[config.mk]
export PLATFORM = sky130hd
export DESIGN_NAME = gal_olmc_array
export DESIGN_NICKNAME = d
export VERILOG_FILES = /design/src/rtl/gal_pkg.sv /design/src/rtl/pal_plane.sv /design/src/rtl/gal_olmc_array.sv
export SDC_FILE = /design/constraint.sdc
export NUM_CORES = 1
export LEC_CHECK = 0
export CORE_AREA = 2 2 293 295
export DETAILED_ROUTE_END_ITERATION = 8
export DIE_AREA = 0 0 295 297
export PLACE_DENSITY_LB_ADDON = 0.12
export SLEW_MARGIN = 40
export SYNTH_ARGS = -nofsm -noshare
export SYNTH_HDL_FRONTEND = slang
export SYNTH_SLANG_ARGS = --single-unit
[constraint.sdc]
create_clock -name CLK -period 32.4 [get_ports CLK]
set_clock_uncertainty 0.2 [all_clocks]
set_input_delay 9.72 -clock CLK [delete_from_list [all_inputs] [get_ports CLK]]
set_output_delay 9.72 -clock CLK [all_outputs]
set_load 0.01 [all_outputs]
[src/rtl/gal_pkg.sv]
// GAL-style OLMC array: mode codes and config frame layout.
// Frame bit k (0 = first sent) ends up at shadow[CFG_BITS-1-k].
package gal_pkg;

  localparam logic [1:0] MODE_COMB     = 2'b00;
  localparam logic [1:0] MODE_COMB_INV = 2'b01;
  localparam logic [1:0] MODE_REG      = 2'b10;
  localparam logic [1:0] MODE_REG_INV  = 2'b11;

  function automatic int cfg_bits(
    input int n,
    input int m,
    input int p
  );
    return 2*p*(n+m) + m*p + 2*m;
  endfunction

  // l = 2*s selects signal s true, l = 2*s+1 its complement
  function automatic int and_pos(
    input int n,
    input int m,
    input int p,
    input int t,
    input int l
  );
    return cfg_bits(n, m, p) - 1 - (t*2*(n+m) + l);
  endfunction

  function automatic int or_pos(
    input int n,
    input int m,
    input int p,
    input int o,
    input int t
  );
    return cfg_bits(n, m, p) - 1 - (2*p*(n+m) + o*p + t);
  endfunction

  // position of the mode MSB; the LSB sits one below
  function automatic int mode_pos(
    input int n,
    input int m,
    input int p,
    input int o
  );
    return cfg_bits(n, m, p) - 1 - (2*p*(n+m) + m*p + 2*o);
  endfunction

endpackage

[src/rtl/pal_plane.sv]
// Programmable AND/OR plane: product terms over true/complement
// literals, then per-output OR of selected terms.
module pal_plane
  import gal_pkg::*;
#(
  parameter int N = 8,
  parameter int M = 4,
  parameter int P = 14
) (
  input  logic [N+M-1:0]                lits,
  input  logic [P-1:0][2*(N+M)-1:0]     and_cfg,
  input  logic [M-1:0][P-1:0]           or_cfg,
  output logic [M-1:0]                  sums
);

  localparam int L = N + M;

  logic [2*L-1:0] lit_pair;
  logic [P-1:0]   terms;

  always_comb begin
    lit_pair = '0;
    for (int s = 0; s < L; s++) begin
      lit_pair[2*s]   = lits[s];
      lit_pair[2*s+1] = ~lits[s];
    end
  end

  // an empty term is 0; x & ~x also falls out as 0
  always_comb begin
    terms = '0;
    for (int t = 0; t < P; t++) begin
      terms[t] = (|and_cfg[t])
               & (&(~and_cfg[t] | lit_pair));
    end
  end

  always_comb begin
    sums = '0;
    for (int o = 0; o < M; o++) begin
      sums[o] = |(or_cfg[o] & terms);
    end
  end

endmodule

[src/rtl/gal_olmc_array.sv]
// Serially configured GAL-style array: config shifter, frame
// counter, active config and output macrocells.
module gal_olmc_array
  import gal_pkg::*;
#(
  parameter int N = 8,
  parameter int M = 4,
  parameter int P = 14
) (
  input  logic         CLK,
  input  logic         RES,
  input  logic         EN,
  input  logic         CFG_EN,
  input  logic         CFG,
  output logic         CFG_OUT,
  output logic         CFG_VALID,
  input  logic [N-1:0] INPUT_VARS,
  output logic [M-1:0] OUTPUT_VALS
);

  localparam int CFG_BITS = cfg_bits(N, M, P);
  localparam int L        = N + M;
  localparam int CW       = $clog2(CFG_BITS);
  localparam logic [CW-1:0] LAST = CW'(CFG_BITS - 1);

  logic [CFG_BITS-1:0]      shadow;
  logic [CFG_BITS-1:0]      active;
  logic [CW-1:0]            cnt;
  logic                     pend;
  logic                     valid;
  logic [M-1:0]             q;
  logic [M-1:0]             sums;
  logic [M-1:0]             y;
  logic [P-1:0][2*L-1:0]    and_cfg;
  logic [M-1:0][P-1:0]      or_cfg;
  logic [M-1:0][1:0]        mode;

  always_ff @(posedge CLK or posedge RES) begin
    if (RES) begin
      shadow <= '0;
      cnt    <= '0;
      pend   <= 1'b0;
    end else begin
      pend <= CFG_EN && (cnt == LAST);
      if (CFG_EN) begin
        shadow <= {shadow[CFG_BITS-2:0], CFG};
        cnt    <= (cnt == LAST) ? '0 : cnt + CW'(1);
      end
    end
  end

  // frame is committed the cycle after its last bit
  always_ff @(posedge CLK or posedge RES) begin
    if (RES) begin
      active <= '0;
      valid  <= 1'b0;
    end else if (pend) begin
      active <= shadow;
      valid  <= 1'b1;
    end
  end

  always_ff @(posedge CLK or posedge RES) begin
    if (RES) begin
      q <= '0;
    end else if (EN) begin
      q <= sums;
    end
  end

  for (genvar t = 0; t < P; t++) begin : g_and
    for (genvar l = 0; l < 2*L; l++) begin : g_lit
      assign and_cfg[t][l] =
        active[and_pos(N, M, P, t, l)];
    end
  end

  for (genvar o = 0; o < M; o++) begin : g_out
    for (genvar t = 0; t < P; t++) begin : g_or
      assign or_cfg[o][t] =
        active[or_pos(N, M, P, o, t)];
    end
    assign mode[o] = {
      active[mode_pos(N, M, P, o)],
      active[mode_pos(N, M, P, o) - 1]
    };
  end

  pal_plane #(
    .N (N),
    .M (M),
    .P (P)
  ) u_plane (
    .lits    ({q, INPUT_VARS}),
    .and_cfg (and_cfg),
    .or_cfg  (or_cfg),
    .sums    (sums)
  );

  always_comb begin
    y = '0;
    for (int o = 0; o < M; o++) begin
      unique case (mode[o])
        MODE_COMB:     y[o] = sums[o];
        MODE_COMB_INV: y[o] = ~sums[o];
        MODE_REG:      y[o] = q[o];
        MODE_REG_INV:  y[o] = ~q[o];
      endcase
    end
  end

  assign OUTPUT_VALS = valid ? y : '0;
  assign CFG_VALID   = valid;
  assign CFG_OUT     = shadow[CFG_BITS-1];

endmodule

Yosys cells after proc, flatten, opt, wreduce, memory -nomap -nowiden

Index checks and enable logic that the tools add are counted.

Eq/ne operators: 13
$add $sub $neg: 1
Muxes and demuxes: 6
Bitwise gates (word level): 62
Reductions and logical operators: 37

Operators by type and width:

| kind                                          | number |
|---|---|
| NOT 24 bit                                    | 14 |
| OR 24 bit                                     | 14 |
| AND reduction 24 bit                          | 14 |
| OR reduction 24 bit                           | 14 |
| AND 14 bit                                    | 4 |
| OR reduction 14 bit                           | 4 |
| == test 2 bit, second input constant          | 8 |
| NOT 1 bit                                     | 16 |
| one-hot mux 1 bit (4 select lines)            | 4 |
| AND 1 bit                                     | 14 |
| adder 9 x 1 -> 9 bit, second input constant   | 1 |
| == test 9 bit, second input constant          | 1 |
| two-way mux 9 bit                             | 1 |
| == test 2 x 1 -> 1 bit, second input constant | 4 |
| zero test 2 bit                               | 4 |
| two-way mux 4 bit                             | 1 |
| logical AND 1 bit                             | 1 |

Output and inout port bits: 6
Flip-flop bits (word level): 815
Input bits: 13

Logic depth before layout (Yosys ltp)

Gate-level depths: netlist of run 1.

Depth after elaboration: 9
Depth in mapped cells: 10
Gate-level depth less buffers: 8

Cells and area by module

Synthesis of run 1 repeated with hierarchy kept, for this count alone.

Cell total of the unflattened synthesis: 2211
Area total of the unflattened synthesis: 34031.4 um^2

Modules (own cells, without submodules):

| module         | area each (um^2) | seq. area each (um^2) | times used | cells each |
|---|---|---|---|---|
| gal_olmc_array | 30444.2          | 20394.6               | 1          | 1756 |
| pal_plane      | 3587.2           | 0.0                   | 1          | 455 |

Worst setup path after synthesis of run 1

No wires, ideal clock.

Kind: input -> output
From: in INPUT_VARS[7]
To: out OUTPUT_VALS[1]
Path slack: 10.624 ns
Data arrival time: 11.856 ns
Stages: 9
Data required time: 22.480 ns
Path buffers: 1
Cells stage by stage: buf_2 > mux2i_1 > nand2_1 > or4_4 > or4b_1 > o2111ai_1 > nor4_1 > or4b_1 > nand4_1

Longest elaborated chain between the ends: 9
Elaborated cells between the ends (all ways): 48
Classes of those cells: mux: 2; bitwise: 31; reduce/logical: 15

RTL lines:

| what                                   | RTL line              | source |
|---|---|---|
| start: declaration                     | gal_olmc_array.sv:17  | `input logic [N-1:0] INPUT_VARS,` |
| NOT 1 bit                              | pal_plane.sv:25       | `lit_pair[2*s+1] = ~lits[s];` |
| OR 24 bit                              | pal_plane.sv:34       | `& (&(~and_cfg[t] \| lit_pair));` |
| AND reduction 24 bit                   | pal_plane.sv:34       |  |
| AND 1 bit                              | pal_plane.sv:34       |  |
| AND 14 bit (*)                         | pal_plane.sv:41       | `sums[o] = \|(or_cfg[o] & terms);` |
| OR reduction 14 bit (*)                | pal_plane.sv:41       |  |
| NOT 1 bit                              | gal_olmc_array.sv:105 | `MODE_COMB_INV: y[o] = ~sums[o];` |
| one-hot mux 1 bit (4 select lines) (*) | gal_olmc_array.sv:103 | `unique case (mode[o])` |
| two-way mux 4 bit (*)                  | gal_olmc_array.sv:112 | `assign OUTPUT_VALS = valid ? y : '0;` |
| end: declaration                       | gal_olmc_array.sv:18  | `output logic [M-1:0] OUTPUT_VALS` |

Mark *: on every way between the ends. The rest lies on a longest branch, timed or not.

Worst setup path in the final report of run 1

From: in INPUT_VARS[6]
To: out OUTPUT_VALS[1]

Same word-level chain as after synthesis.

==> flow_metrics.env, run 1 <==
export IMPL_outcome="finished clean"
export IMPL_grt_overflow_total=0
export IMPL_vias=18300
export IMPL_cts_resized_gates=0
export IMPL_arrival_ns=13.11
export IMPL_synth_flop_cell="dfrtp_1"
export IMPL_clk_insertion_delay_late_ns=0.63
export IMPL_postLayoutCoreUtil_pct=44.95
export IMPL_seqCellArea_um2=20400
export IMPL_vdd_ir_drop_max_mv=0.03558
export IMPL_wl_um=72520
export IMPL_ys_warn_count=0
export IMPL_rsz0062_at_grt="false"
export IMPL_track_usage_pct=16.96
export IMPL_grt_max_degree=159
export IMPL_nets=2258
export IMPL_max_freq_ghz=0.04342
export IMPL_whs_path_depth=1
export IMPL_r2r_start="q[3]"
export IMPL_vias_per_cell=5.293
export IMPL_area_delta_synth_final_pct=13.26
export IMPL_grt_pass1_vias=19520
export IMPL_antenna_cells=0
export IMPL_critPathLaunchType="primary input"
export IMPL_clkSinkCount=815
export IMPL_synth_edf_count=0
export IMPL_hp_class="flop to flop"
export IMPL_power_total_mw=2.148
export IMPL_synth_nets=2236
export IMPL_hpwl_um=44160
export IMPL_worst_path_most_repeated_cell="or4b_1"
export IMPL_portBuffers=18
export IMPL_first_pass_iters=5
export IMPL_final_common_cell="dfrtp_1"
export IMPL_async_flop_share_pct=100.0
export IMPL_dp_cells=3294
export IMPL_place_ws_ns=9.356
export IMPL_cap_violations=0
export IMPL_cts_tree="yes"
export IMPL_clk_pin_slew_ns=0.06
export IMPL_max_stage_delay_ns=0.63
export IMPL_endpoint_kind="output pin"
export IMPL_netlist_area_um2=33530
export IMPL_design_area_um2=37970
export IMPL_drive_above_1_share_pct=42.74
export IMPL_htree_levels=3
export IMPL_post_dp_cell_area_um2=34940
export IMPL_path_cells="buf_4 -> mux2i_1 -> nand2_1 -> or4_1 -> or4b_1 -> o2111ai_1 -> nor4_2 -> or4b_1 -> nand4_1 -> clkdlybuf4s50_1"
export IMPL_crit_family="simple AND/OR/NAND/NOR gates"
export IMPL_layoutNonFillerInstCount=3458
export IMPL_worst_r2r_path_depth=8
export IMPL_syn_inst=2222
export IMPL_syn_avg_cell_area_um2=15.09
export IMPL_whs_endpoint="active[53]"
export IMPL_slew_viol_final=0
export IMPL_r2r_slack_ns=28.95
export IMPL_drc_errors=0
export IMPL_drtIter0Drc=1058
export IMPL_mostFrequentLayoutCells="dfrtp_1, mux2_2, mux2i_1"
export IMPL_holdBufCountCts=0
export IMPL_die_area_um2=87620
export IMPL_netlist_cell_type_count=43
export IMPL_leakage_nw=18.97
export IMPL_min_delay_start="active[53]"
export IMPL_whs_ns=0.2981
export IMPL_numCtsBuffers=89
export IMPL_relSlewSlack_pct=41.74
export IMPL_postCtsSetupBuffers=0
export IMPL_floorplan_initialDensity_pct=39.69
export IMPL_yosysSeqAreaShare_pct=60.83
export IMPL_ant_nets=0
export IMPL_cts_max_path_buffers=3
export IMPL_die_w_um=295
export IMPL_die_y_um=297
export IMPL_ys_seq_elements=815
export IMPL_required_ns=22.48
export IMPL_fin_ws_ns=9.370
export IMPL_setup_tns_ns=0
export IMPL_grt_pass1_wl_um=116200
export IMPL_core_area_um2=84480
export IMPL_setup_violations_final=0
export IMPL_place_gp_congestion=0.7933
export IMPL_worstPathMaxFanout=14
export IMPL_multiInputGateArea_um2=12650
export IMPL_period_minus_slack_ns=23.03
export IMPL_cts_root_buf="clkbuf_16"
export IMPL_r2r_end="q[2]"
export IMPL_tightest_slew_ns=0.8740
export IMPL_crit_buf_inv=2
export IMPL_antenna_found_initial=0
export IMPL_finalHoldViolCount=0
export IMPL_power_density_nw_per_um2=56.57
export IMPL_wl_per_cell_um=20.97
export IMPL_io_pins=19
export IMPL_period_share_pct=71.08
export IMPL_crit_type="primary input to output pin"
export IMPL_rows=107
export IMPL_n_fill_cell=7522
export IMPL_slowest_stage="or4_1"
[layout make-up]
class	count	area share (%)
clock buffers	144	7.378
well taps	1144	3.769
inverters	4	0.04942
clock inverters	17	0.3789
multi-input cells	1288	33.31
repair buffers	46	1.397
flip-flops and latches	815	53.72
[registers in the layout, indices dropped and copies added (netlist names)]
signal     cells
active       400
shadow       400
q              4
cnt            9
CFG_VALID      1
pend           1
[power by group]
group | total, mW | switching [mW] | internal, mW
clock | 1.01 | 0.409 | 0.605
sequential | 1.06 | 0.0177 | 1.04
combinational | 0.0786 | 0.0474 | 0.0312
[worst register-to-register path, delay by kind of cell, from the launching register on]
family                 cells  cell delay [ns]
multiplexers               2             0.51
AO/OA/AOI/OAI              1             0.21
buffers and inverters      1             0.43
flip-flops                 1             0.83
AND/OR/NAND/NOR            4             1.22
[cells by family after synthesis]
| logic type | synth area share, % |
|---|---|
| AOI/OAI and AO/OA | 0.5486 |
| and+or+nand+nor | 4.960 |
| xor gates and xnor gates | 0.1829 |
| buffers and inverters | 1.534 |
| muxes | 31.91 |
| DFF | 60.83 |
| adders and majority gates | 0.03731 |
[worst max-delay path by stage]
| stage | end | start | slack (ns) | cells past startpoint |
|---|---|---|---|---|
| finish | OUTPUT_VALS[1] | INPUT_VARS[6] | 9.37 | 10 |
| global route | OUTPUT_VALS[1] | INPUT_VARS[1] | 9.27 | 10 |
| CTS | OUTPUT_VALS[1] | INPUT_VARS[6] | 9.36 | 10 |
| detailed placement | OUTPUT_VALS[1] | INPUT_VARS[6] | 9.36 | 10 |
| global placement | OUTPUT_VALS[1] | INPUT_VARS[7] | 9.01 | 10 |
| floorplan | OUTPUT_VALS[1] | INPUT_VARS[7] | 10.62 | 9 |
[cells in the mapped netlist, drive strengths merged (4+ instances only)]
master / count / area (µm²)
mux2i: 162 / 1622
and2: 4 / 25.02
nand2: 41 / 153.9
dfrtp: 815 / 20390
nand3: 45 / 225.2
inv: 4 / 15.01
nand2b: 4 / 25.02
clkbuf: 91 / 341.6
xnor2: 4 / 35.03
nor4: 91 / 569.3
buf: 24 / 157.7
nand4: 43 / 269.0
and3: 6 / 37.54
nor3: 11 / 55.05
mux2: 806 / 9076
nor2: 14 / 52.55
and4: 13 / 113.9
nor2b: 4 / 25.02
[layer usage]
metal  up-vias  wire length [µm]  GRT usage [%]  part of all wire (%)
met1      9659             33480          23.45                    46
met2       274             34200          26.99                    47
met3       117              2991          3.138                   4.1
met4         0              1846          5.479                   2.5
met5         -                 0              0                     0
li1       8253                 -              -                     -
Note: power is estimated with default switching activity, not from simulation.
==> inputs of run 2 (changes only) <==
==> constraint.sdc (replaced) <==
create_clock -name CLK -period 22.7 [get_ports CLK]
set_clock_uncertainty 0.2 [all_clocks]
set_input_delay 6.81 -clock CLK [delete_from_list [all_inputs] [get_ports CLK]]
set_output_delay 6.81 -clock CLK [all_outputs]
set_load 0.01 [all_outputs]
==> run 2 against run 1 <==
  * Utilization shrank 0.16 points
  * Cell count down 0.12%
  * Sequential power grew 42%
  * Combinational power rose by 42%
  * Sequential share of layout area is 0.19 points higher
  * Register-to-register slack got worse by 9.8 ns
  * Non-clock buffer count fell by 2
  * Critical path depth unchanged
==> flow_metrics.env, run 2 (same netlist as run 1, synthesis figures left out) <==
export IMPL_clk_pin_slew_ns=0.06
export IMPL_grt_overflow_total=0
export IMPL_power_total_mw=3.033
export IMPL_worst_r2r_path_depth=8
export IMPL_slowest_stage="or4_1"
export IMPL_r2r_start="q[3]"
export IMPL_antenna_cells=0
export IMPL_outcome="finished clean"
export IMPL_relSlewSlack_pct=45.47
export IMPL_crit_type="primary input to output pin"
export IMPL_die_y_um=297
export IMPL_cap_violations=0
export IMPL_area_delta_synth_final_pct=12.87
export IMPL_die_w_um=295
export IMPL_arrival_ns=10.21
export IMPL_path_cells="buf_4 -> mux2i_1 -> nand2_1 -> or4_1 -> or4b_1 -> o2111ai_1 -> nor4_1 -> or4b_1 -> nand4_1 -> clkdlybuf4s50_1"
export IMPL_critPathLaunchType="primary input"
export IMPL_grt_max_degree=159
export IMPL_whs_ns=0.2956
export IMPL_wl_um=72300
export IMPL_cts_max_path_buffers=3
export IMPL_die_area_um2=87620
export IMPL_place_gp_congestion=0.7933
export IMPL_vdd_ir_drop_max_mv=0.05053
export IMPL_n_fill_cell=7470
export IMPL_top_regs="active (400), shadow (400), cnt (9)"
export IMPL_crit_start="INPUT_VARS[6]"
export IMPL_drc_errors=0
export IMPL_cts_resized_gates=0
export IMPL_drtIter0Drc=1129
export IMPL_final_common_cell="dfrtp_1"
export IMPL_grt_pass1_vias=19460
export IMPL_slew_viol_final=0
export IMPL_numCtsBuffers=90
export IMPL_crit_family="simple AND/OR/NAND/NOR gates"
export IMPL_worstPathMaxFanout=14
export IMPL_setup_violations_final=0
export IMPL_max_freq_ghz=0.05809
export IMPL_hp_class="flop to flop"
export IMPL_antenna_found_initial=0
export IMPL_ant_nets=0
export IMPL_postCtsSetupBuffers=0
export IMPL_cp_depth=10
export IMPL_period_minus_slack_ns=17.22
export IMPL_rows=107
export IMPL_max_stage_delay_ns=0.64
export IMPL_portBuffers=18
export IMPL_htree_levels=3
export IMPL_nets=2257
export IMPL_power_density_nw_per_um2=80.15
export IMPL_grt_pass1_wl_um=116300
export IMPL_hpwl_um=44130
export IMPL_clkSinkCount=815
export IMPL_finalHoldViolCount=0
export IMPL_vias=18210
export IMPL_wl_per_cell_um=20.93
export IMPL_vias_per_cell=5.272
export IMPL_whs_path_depth=2
export IMPL_setup_tns_ns=0
export IMPL_clk_insertion_delay_late_ns=0.63
export IMPL_required_ns=15.69
export IMPL_tightest_slew_ns=0.8179
export IMPL_holdBufCountCts=0
export IMPL_endpoint_kind="output pin"
export IMPL_mostFrequentLayoutCells="dfrtp_1, mux2_2, mux2i_1"
export IMPL_rsz0062_at_grt="false"
export IMPL_io_pins=19
export IMPL_first_pass_iters=5
export IMPL_leakage_nw=18.90
export IMPL_cts_tree="yes"
export IMPL_min_delay_start="shadow[11]"
export IMPL_period_share_pct=75.84
export IMPL_track_usage_pct=16.95
export IMPL_drive_above_1_share_pct=42.29
export IMPL_floorplan_initialDensity_pct=39.69
export IMPL_cts_root_buf="clkbuf_16"
export IMPL_core_area_um2=84480
export IMPL_worst_path_most_repeated_cell="or4b_1"
export IMPL_crit_buf_inv=2
[run 2: power by group]
group          switching [mW]  total [mW]  internal (mW)
clock network           0.574        1.41          0.839
registers              0.0258        1.51           1.48
logic                  0.0678       0.112         0.0442
total                   0.668        3.03           2.37
[run 2: tightest hold or removal path, stage by stage, from the launching register on]
cell and delay, ns:
dfrtp_1 0.36, nand2_1 0.05, o21ai_0 0.06
[run 2: area by class of cell]
class,count,area (µm²),area share [%]
clock buffer,144,2721,7.192
clock inverter,15,136.4,0.3604
inverter,4,18.77,0.04960
multi-input combinational,1288,12650,33.42
sequential,815,20400,53.91
tap,1144,1431,3.783
timing repair buffer,44,485.5,1.283
[run 2: through the flow]
step	std cells	worst slack, ns	area, µm²	util (%)
finish	3454	5.485	37840	44.79
global route	3454	5.397	37840	44.79
CTS	3453	5.484	37800	44.75
detailed placement	3294	5.492	34940	41.36
global placement	3293	5.134	34830	41.23
floorplan	2222	4.499	33530	-
[run 2: worst paths after layout]
path / endpoint / slack, ns
max reg2reg: q[2] / 19.19
min: active[11] / 0.30
max: OUTPUT_VALS[1] / 5.48
min in group asynchronous: shadow[322] / 6.42
min reg2reg: active[11] / 0.30
max in group asynchronous: active[376] / 12.76
[run 2: per-layer routing]
| layer | GRT usage, % | wire length (µm) |
|---|---|---|
| met1 | 23.59 | 33240 |
| met2 | 26.66 | 34240 |
| met3 | 3.392 | 3093 |
| met4 | 5.296 | 1727 |
| met5 | 0 | 0 |
